`src/rtl/fetch_controller.sv`:
```
`default_nettype none
// ============================================================================
// Module      : fetch_controller
// Description : Multi-cycle instruction-fetch sequencer. Owns the program
//               counter, issues one request at a time to instruction memory,
//               latches the returned word and hands it to the execute stage
//               over a valid/ready handshake. Supports branch redirect and
//               halt/resume.
// Revision    : 1.0 - initial release
// ----------------------------------------------------------------------------
// Parameters
//   RESET_PC         PC value loaded on reset
//   PC_STEP          PC increment per accepted instruction (bytes)
// Ports
//   i_clk            system clock, rising edge
//   i_rst            asynchronous active-high reset
//   o_mem_req        fetch request to instruction memory
//   o_mem_addr       fetch address (current PC)
//   i_mem_ready      memory returns i_mem_rdata for o_mem_addr this cycle
//   i_mem_rdata      instruction word from memory
//   o_instr_valid    instruction and decoded fields valid for execute
//   i_instr_ready    execute stage accepts the instruction this cycle
//   o_instruction    latched instruction register
//   o_instr_pc       PC the latched instruction was fetched from
//   o_opcode..o_func7 decoded slices of o_instruction
//   i_redirect_valid taken branch/jump: restart fetch at i_redirect_pc
//   i_redirect_pc    redirect target, bits [1:0] ignored
//   i_halt           stop fetching once the current instruction is accepted
//   o_halted         controller is halted
//   o_fetch_count    number of accepted instructions (wraps)
// ============================================================================
module fetch_controller #(
  parameter logic [31:0] RESET_PC = 32'h0000_0000,
  parameter logic [31:0] PC_STEP  = 32'd4
) (
  input  logic        i_clk,
  input  logic        i_rst,
  output logic        o_mem_req,
  output logic [31:0] o_mem_addr,
  input  logic        i_mem_ready,
  input  logic [31:0] i_mem_rdata,
  output logic        o_instr_valid,
  input  logic        i_instr_ready,
  output logic [31:0] o_instruction,
  output logic [31:0] o_instr_pc,
  output logic [6:0]  o_opcode,
  output logic [4:0]  o_rd,
  output logic [4:0]  o_rs1,
  output logic [4:0]  o_rs2,
  output logic [2:0]  o_func3,
  output logic [6:0]  o_func7,
  input  logic        i_redirect_valid,
  input  logic [31:0] i_redirect_pc,
  input  logic        i_halt,
  output logic        o_halted,
  output logic [15:0] o_fetch_count
);

  localparam logic [31:0] c_WORD_MASK = 32'hFFFF_FFFC;

  typedef enum logic [1:0] {
    S_IDLE   = 2'd0,
    S_FETCH  = 2'd1,
    S_VALID  = 2'd2,
    S_HALTED = 2'd3
  } state_t;

  state_t      r_state;
  logic [31:0] r_pc;
  logic        r_mem_req;
  logic        r_instr_valid;
  logic [31:0] r_instruction;
  logic [31:0] r_instr_pc;
  logic        r_halted;
  logic [15:0] r_fetch_count;

  logic [31:0] w_redirect_pc;
  logic        w_accept;

  assign w_redirect_pc = i_redirect_pc & c_WORD_MASK;
  // Only meaningful in S_VALID, where r_instr_valid is set.
  assign w_accept      = r_instr_valid & i_instr_ready;

  // --------------------------------------------------------------------------
  // Sequencer. Every output is a register updated alongside the state so
  // that no handshake input reaches o_mem_req/o_instr_valid combinationally.
  // A redirect overrides whatever the current state would have done: any
  // coincident memory data or execute-stage acceptance is simply ignored.
  // --------------------------------------------------------------------------
  always_ff @(posedge i_clk or posedge i_rst) begin
    if (i_rst) begin
      r_state       <= S_IDLE;
      r_pc          <= RESET_PC;
      r_mem_req     <= 1'b0;
      r_instr_valid <= 1'b0;
      r_instruction <= 32'h0000_0000;
      r_instr_pc    <= 32'h0000_0000;
      r_halted      <= 1'b0;
      r_fetch_count <= 16'h0000;
    end else if (i_redirect_valid) begin
      r_state       <= S_FETCH;
      r_pc          <= w_redirect_pc;
      r_mem_req     <= 1'b1;
      r_instr_valid <= 1'b0;
      r_halted      <= 1'b0;
    end else begin
      case (r_state)
        S_IDLE: begin
          if (i_halt) begin
            r_state  <= S_HALTED;
            r_halted <= 1'b1;
          end else begin
            r_state   <= S_FETCH;
            r_mem_req <= 1'b1;
          end
        end

        S_FETCH: begin
          // Request and address stay put until memory responds.
          if (i_mem_ready) begin
            r_instruction <= i_mem_rdata;
            r_instr_pc    <= r_pc;
            r_mem_req     <= 1'b0;
            r_instr_valid <= 1'b1;
            r_state       <= S_VALID;
          end
        end

        S_VALID: begin
          if (w_accept) begin
            r_fetch_count <= r_fetch_count + 16'd1;
            r_pc          <= r_pc + PC_STEP;
            r_instr_valid <= 1'b0;
            if (i_halt) begin
              r_state  <= S_HALTED;
              r_halted <= 1'b1;
            end else begin
              r_state   <= S_FETCH;
              r_mem_req <= 1'b1;
            end
          end
        end

        S_HALTED: begin
          // Only a redirect (handled above) or reset leaves this state.
          r_state <= S_HALTED;
        end

        default: begin
          r_state       <= S_IDLE;
          r_mem_req     <= 1'b0;
          r_instr_valid <= 1'b0;
          r_halted      <= 1'b0;
        end
      endcase
    end
  end

  assign o_mem_req     = r_mem_req;
  assign o_mem_addr    = r_pc;
  assign o_instr_valid = r_instr_valid;
  assign o_instruction = r_instruction;
  assign o_instr_pc    = r_instr_pc;
  assign o_halted      = r_halted;
  assign o_fetch_count = r_fetch_count;

  // Decoded fields are plain slices of the instruction register.
  assign o_opcode = r_instruction[6:0];
  assign o_rd     = r_instruction[11:7];
  assign o_func3  = r_instruction[14:12];
  assign o_rs1    = r_instruction[19:15];
  assign o_rs2    = r_instruction[24:20];
  assign o_func7  = r_instruction[31:25];

endmodule
`default_nettype wire

```
`config.mk`:
```
export PLATFORM = sky130hd
export DESIGN_NAME = fetch_controller
export DESIGN_NICKNAME = d
export VERILOG_FILES = /design/src/rtl/fetch_controller.sv
export SDC_FILE = /design/constraint.sdc
export NUM_CORES = 1
export LEC_CHECK = 0
export CAP_MARGIN = 40
export CORE_MARGIN = 2
export CORE_UTILIZATION = 44
export DETAILED_ROUTE_END_ITERATION = 8
export PLACE_DENSITY = 0.82
export SLEW_MARGIN = 20
export SYNTH_ARGS = -nofsm -noshare
export SYNTH_HDL_FRONTEND = slang
export SYNTH_SLANG_ARGS = --single-unit
export TNS_END_PERCENT = 100
```
`constraint.sdc`:
```
create_clock -name i_clk -period 5.15 [get_ports i_clk]
set_input_delay 1.2875 -clock i_clk [delete_from_list [all_inputs] [get_ports i_clk]]
set_output_delay 1.2875 -clock i_clk [all_outputs]
set_load 0.01 [all_outputs]
```
==> reports/summary.txt <==
Setup_tns - 0 ns
Fin cells - 815
Syn_area_per_cell - 11.4 µm²
Filler cell count - 958
First-pass GRT wire length - 22.6 mm
GP Congestion - 0.800
Num CTS Buffers - 17
Post-layout util - 66.2%
Worst slew margin - 44.8%
Die area - 13200 µm²
Post-synthesis register bit count - 113
Port bufs - 210
1st-pass router iterations - 5
Clk sinks - 113
Largest cells by area after synthesis - dfrtp_1 (52%), mux2_2 (13%), buf_4 (5.0%)
R2r setup slk - 2.43 ns
Clock power share - 26.8%
WP data arrival - 3.67 ns
Vias/cell - 5.35
Post-layout min period - 3.34 ns
Pin slew with the least headroom to its limit - 0.820 ns
Comb pwr share - 37.6%
Post-CTS setup-driven buffer insertion count - 0
PwrDens - 485 nW/µm²
Post-CTS sizing - 0
Max rail drop VDD - 0.186 mV
Setup crit start kind - input port
Yosys top cell area share - 52.4%
Most used DFF post-synth - dfrtp_1
Async SR Flop Fraction - 100%
Initial antenna violation count - 0
RSZ-0062 raised after global routing - no
Clock skew after layout - 0.00977 ns
Core Footprint - 12000 µm²
Clock Tree Root - clkbuf_16
Via count - 4358
Number of enable flip-flop cells after synthesis - 0
Distinct cells, synth - 43
Largest net degree at the start of global routing - 42
RR Endpoint - o_mem_addr[26]
Outcome - finished clean
R2R Path Start - r_state[0]
Worst Setup End Kind - flip-flop
Leakage power - 3.23 nW
Number of placement rows - 40
Nets - 732
Boundary Pins - 217
CTS H-tree lvls - 4
Post-DRT Antenna Nets - 0
WHS Endpoint - o_fetch_count[15]
CP Class - input port to flip-flop
Post-route DRC - 0
Clk_lat worst skew - 0.41 ns
Initial Util - 44.9%
Crit path max fanout - 16
Critical Path RT - 5.47 ns
DPL Wire Length - 10.5 mm
Total gr overflow - 0
Initial DRC Count - 343
Die H - 115 µm
Final Setup Violations - 0
Cell Count Post-Placement - 783
Fin. max-slew vios - 0
Hold_buf cts - 0
Switching Power - 0.00111 W
CTS tree - built
Cells after Synth - 473
Ys Warns - 0
Max frequency - 0.299 GHz
Hold wc startpoint - o_fetch_count[15]
Hold path cells - 1
Hold Fails Final Rpt - 0
Final Cycle Share - 64.9%
Die Span X - 115 µm
FF-to-FF path depth - 6
Switching power share of the total - 28.9%
CTS clock-pin slew for the worst setup and hold paths - 0.05 ns
Vias in the first global route - 4491
Internal power - 0.00274 W
Synth Cell Area - 5400 µm²
Worst-case clock buffer depth - 2
HP Class - flip-flop to flip-flop
Synth area leader - dfrtp_1
Layout cells sized above 1 - 15.6%
Area growth, synth to finish - 47.3%
N_diodes - 0
Register area share after synthesis - 52.4%
Max Cap Viol - 0
Detailed Route WL - 14.2 mm
GRT Overall Usage - 22.0%
Seq pwr share - 35.6%
Avg WL per Cell - 17.5 µm
[metal layers]
layer	vias to the layer above	track usage [%]	wire length (µm)
met2	148	38.1	7500
met3	11	5.75	757
met5	-	0	0
li1	2047	-	-
met1	2152	26.6	5860
met4	0	7.79	112
[area by class of cell]
cell class                 instances  area (µm²)  share of cell area (%)
tap                              147         184                    2.31
multi-input combinational        298        2200                    27.7
inverter                           9        36.3                   0.456
sequential                       113        2830                    35.6
clock inverter                     6        30.0                   0.378
clock buffer                      26         499                    6.28
timing repair buffer             216        2170                    27.3
[worst max-delay path by stage]
stage / start / depth (start not counted) / slack [ns] / to
after floorplan: i_rst / 1 / 0.88 / o_fetch_count[0]
after global placement: i_instr_ready / 5 / 1.47 / o_mem_addr[26]
after detailed placement: i_instr_ready / 5 / 1.43 / o_mem_addr[26]
after CTS: i_instr_ready / 5 / 1.83 / o_mem_addr[24]
after global routing: i_instr_ready / 5 / 1.68 / o_mem_addr[24]
final: i_instr_ready / 5 / 1.81 / o_mem_addr[26]
[sequential cells by signal, summed over array words and instances, names as in the netlist]
signal,count
o_mem_req,1
o_mem_addr,30
o_instruction,32
o_instr_valid,1
o_fetch_count,16
r_state,2
o_instr_pc,30
o_halted,1
[power by group through the flow]
stage,Combinational [W],Sequential [W],Clock (W)
finish,0.00145,0.00137,0.00103
global route,0.00154,0.00141,0.00111
CTS,0.00147,0.00137,0.00105
detailed placement,0.00146,0.00139,0
global placement,0.00142,0.00135,0
floorplan,0.000582,0.00147,0
[synth_stat cells, types with 11 or more instances]
library cell    n
a31oi_1        13
dfrtp_1       113
buf_4          36
nand4_1        15
clkbuf_1       15
or4_1          18
nand2_1        35
nor2_1         20
mux2_2         62
and4_1         11
o21ai_0        14
xnor2_1        19
nand3_1        22
[stage by stage]
step / power (W) / hold slack, ns / instance area [µm²] / setup slack, ns
2_1_floorplan: 0.00205 / 0.508 / 5410 / 0.875
4_1_cts: 0.00389 / 0.482 / 7950 / 1.83
6_report: 0.00385 / 0.483 / 7950 / 1.81
5_1_grt: 0.00406 / 0.506 / 7950 / 1.68
3_5_place_dp: 0.00285 / 0.469 / 7420 / 1.43
3_3_place_gp: 0.00278 / 0.461 / 7380 / 1.47
[worst max-delay path, stage by stage]
cell and delay (ns):
clkdlybuf4s50_1 0.63, nand3_2 0.19, or4_1 0.80, or4_1 0.57
a31oi_1 0.18
[kinds of logic after synthesis]
group / after synthesis / synth area share [%]
AND/OR/NAND/NOR: 147 / 15.1
flip-flops: 113 / 52.4
buffers and inverters: 65 / 7.26
multiplexers: 64 / 13.3
AO/OA/AOI/OAI: 53 / 6.49
XOR/XNOR: 23 / 3.73
adder cells (fa/ha/maj): 7 / 1.62
other: 1 / 0.0695
[layout by cell type, fill, tap and decap left out, types with 2 or more instances in the layout]
cell	instances
o31ai_1	9
clkbuf_1	5
nand3_1	21
xnor2_1	19
xor2_1	4
inv_1	7
clkinv_2	6
clkbuf_8	4
buf_4	4
nor3_1	5
nand2b_1	2
or2_2	3
and4_1	11
dfrtp_1	113
clkdlybuf4s50_1	210
mux2i_1	2
or4_1	18
o211ai_1	8
o31a_1	2
mux2_2	62
buf_12	2
nand2_1	35
conb_1	4
a21oi_1	2
and3_1	4
ha_1	7
or3_1	2
nor4_1	3
nor2_1	20
clkbuf_16	17
o21ai_0	14
nand4_1	15
a31oi_1	13
(Power assumes the default switching activity.)
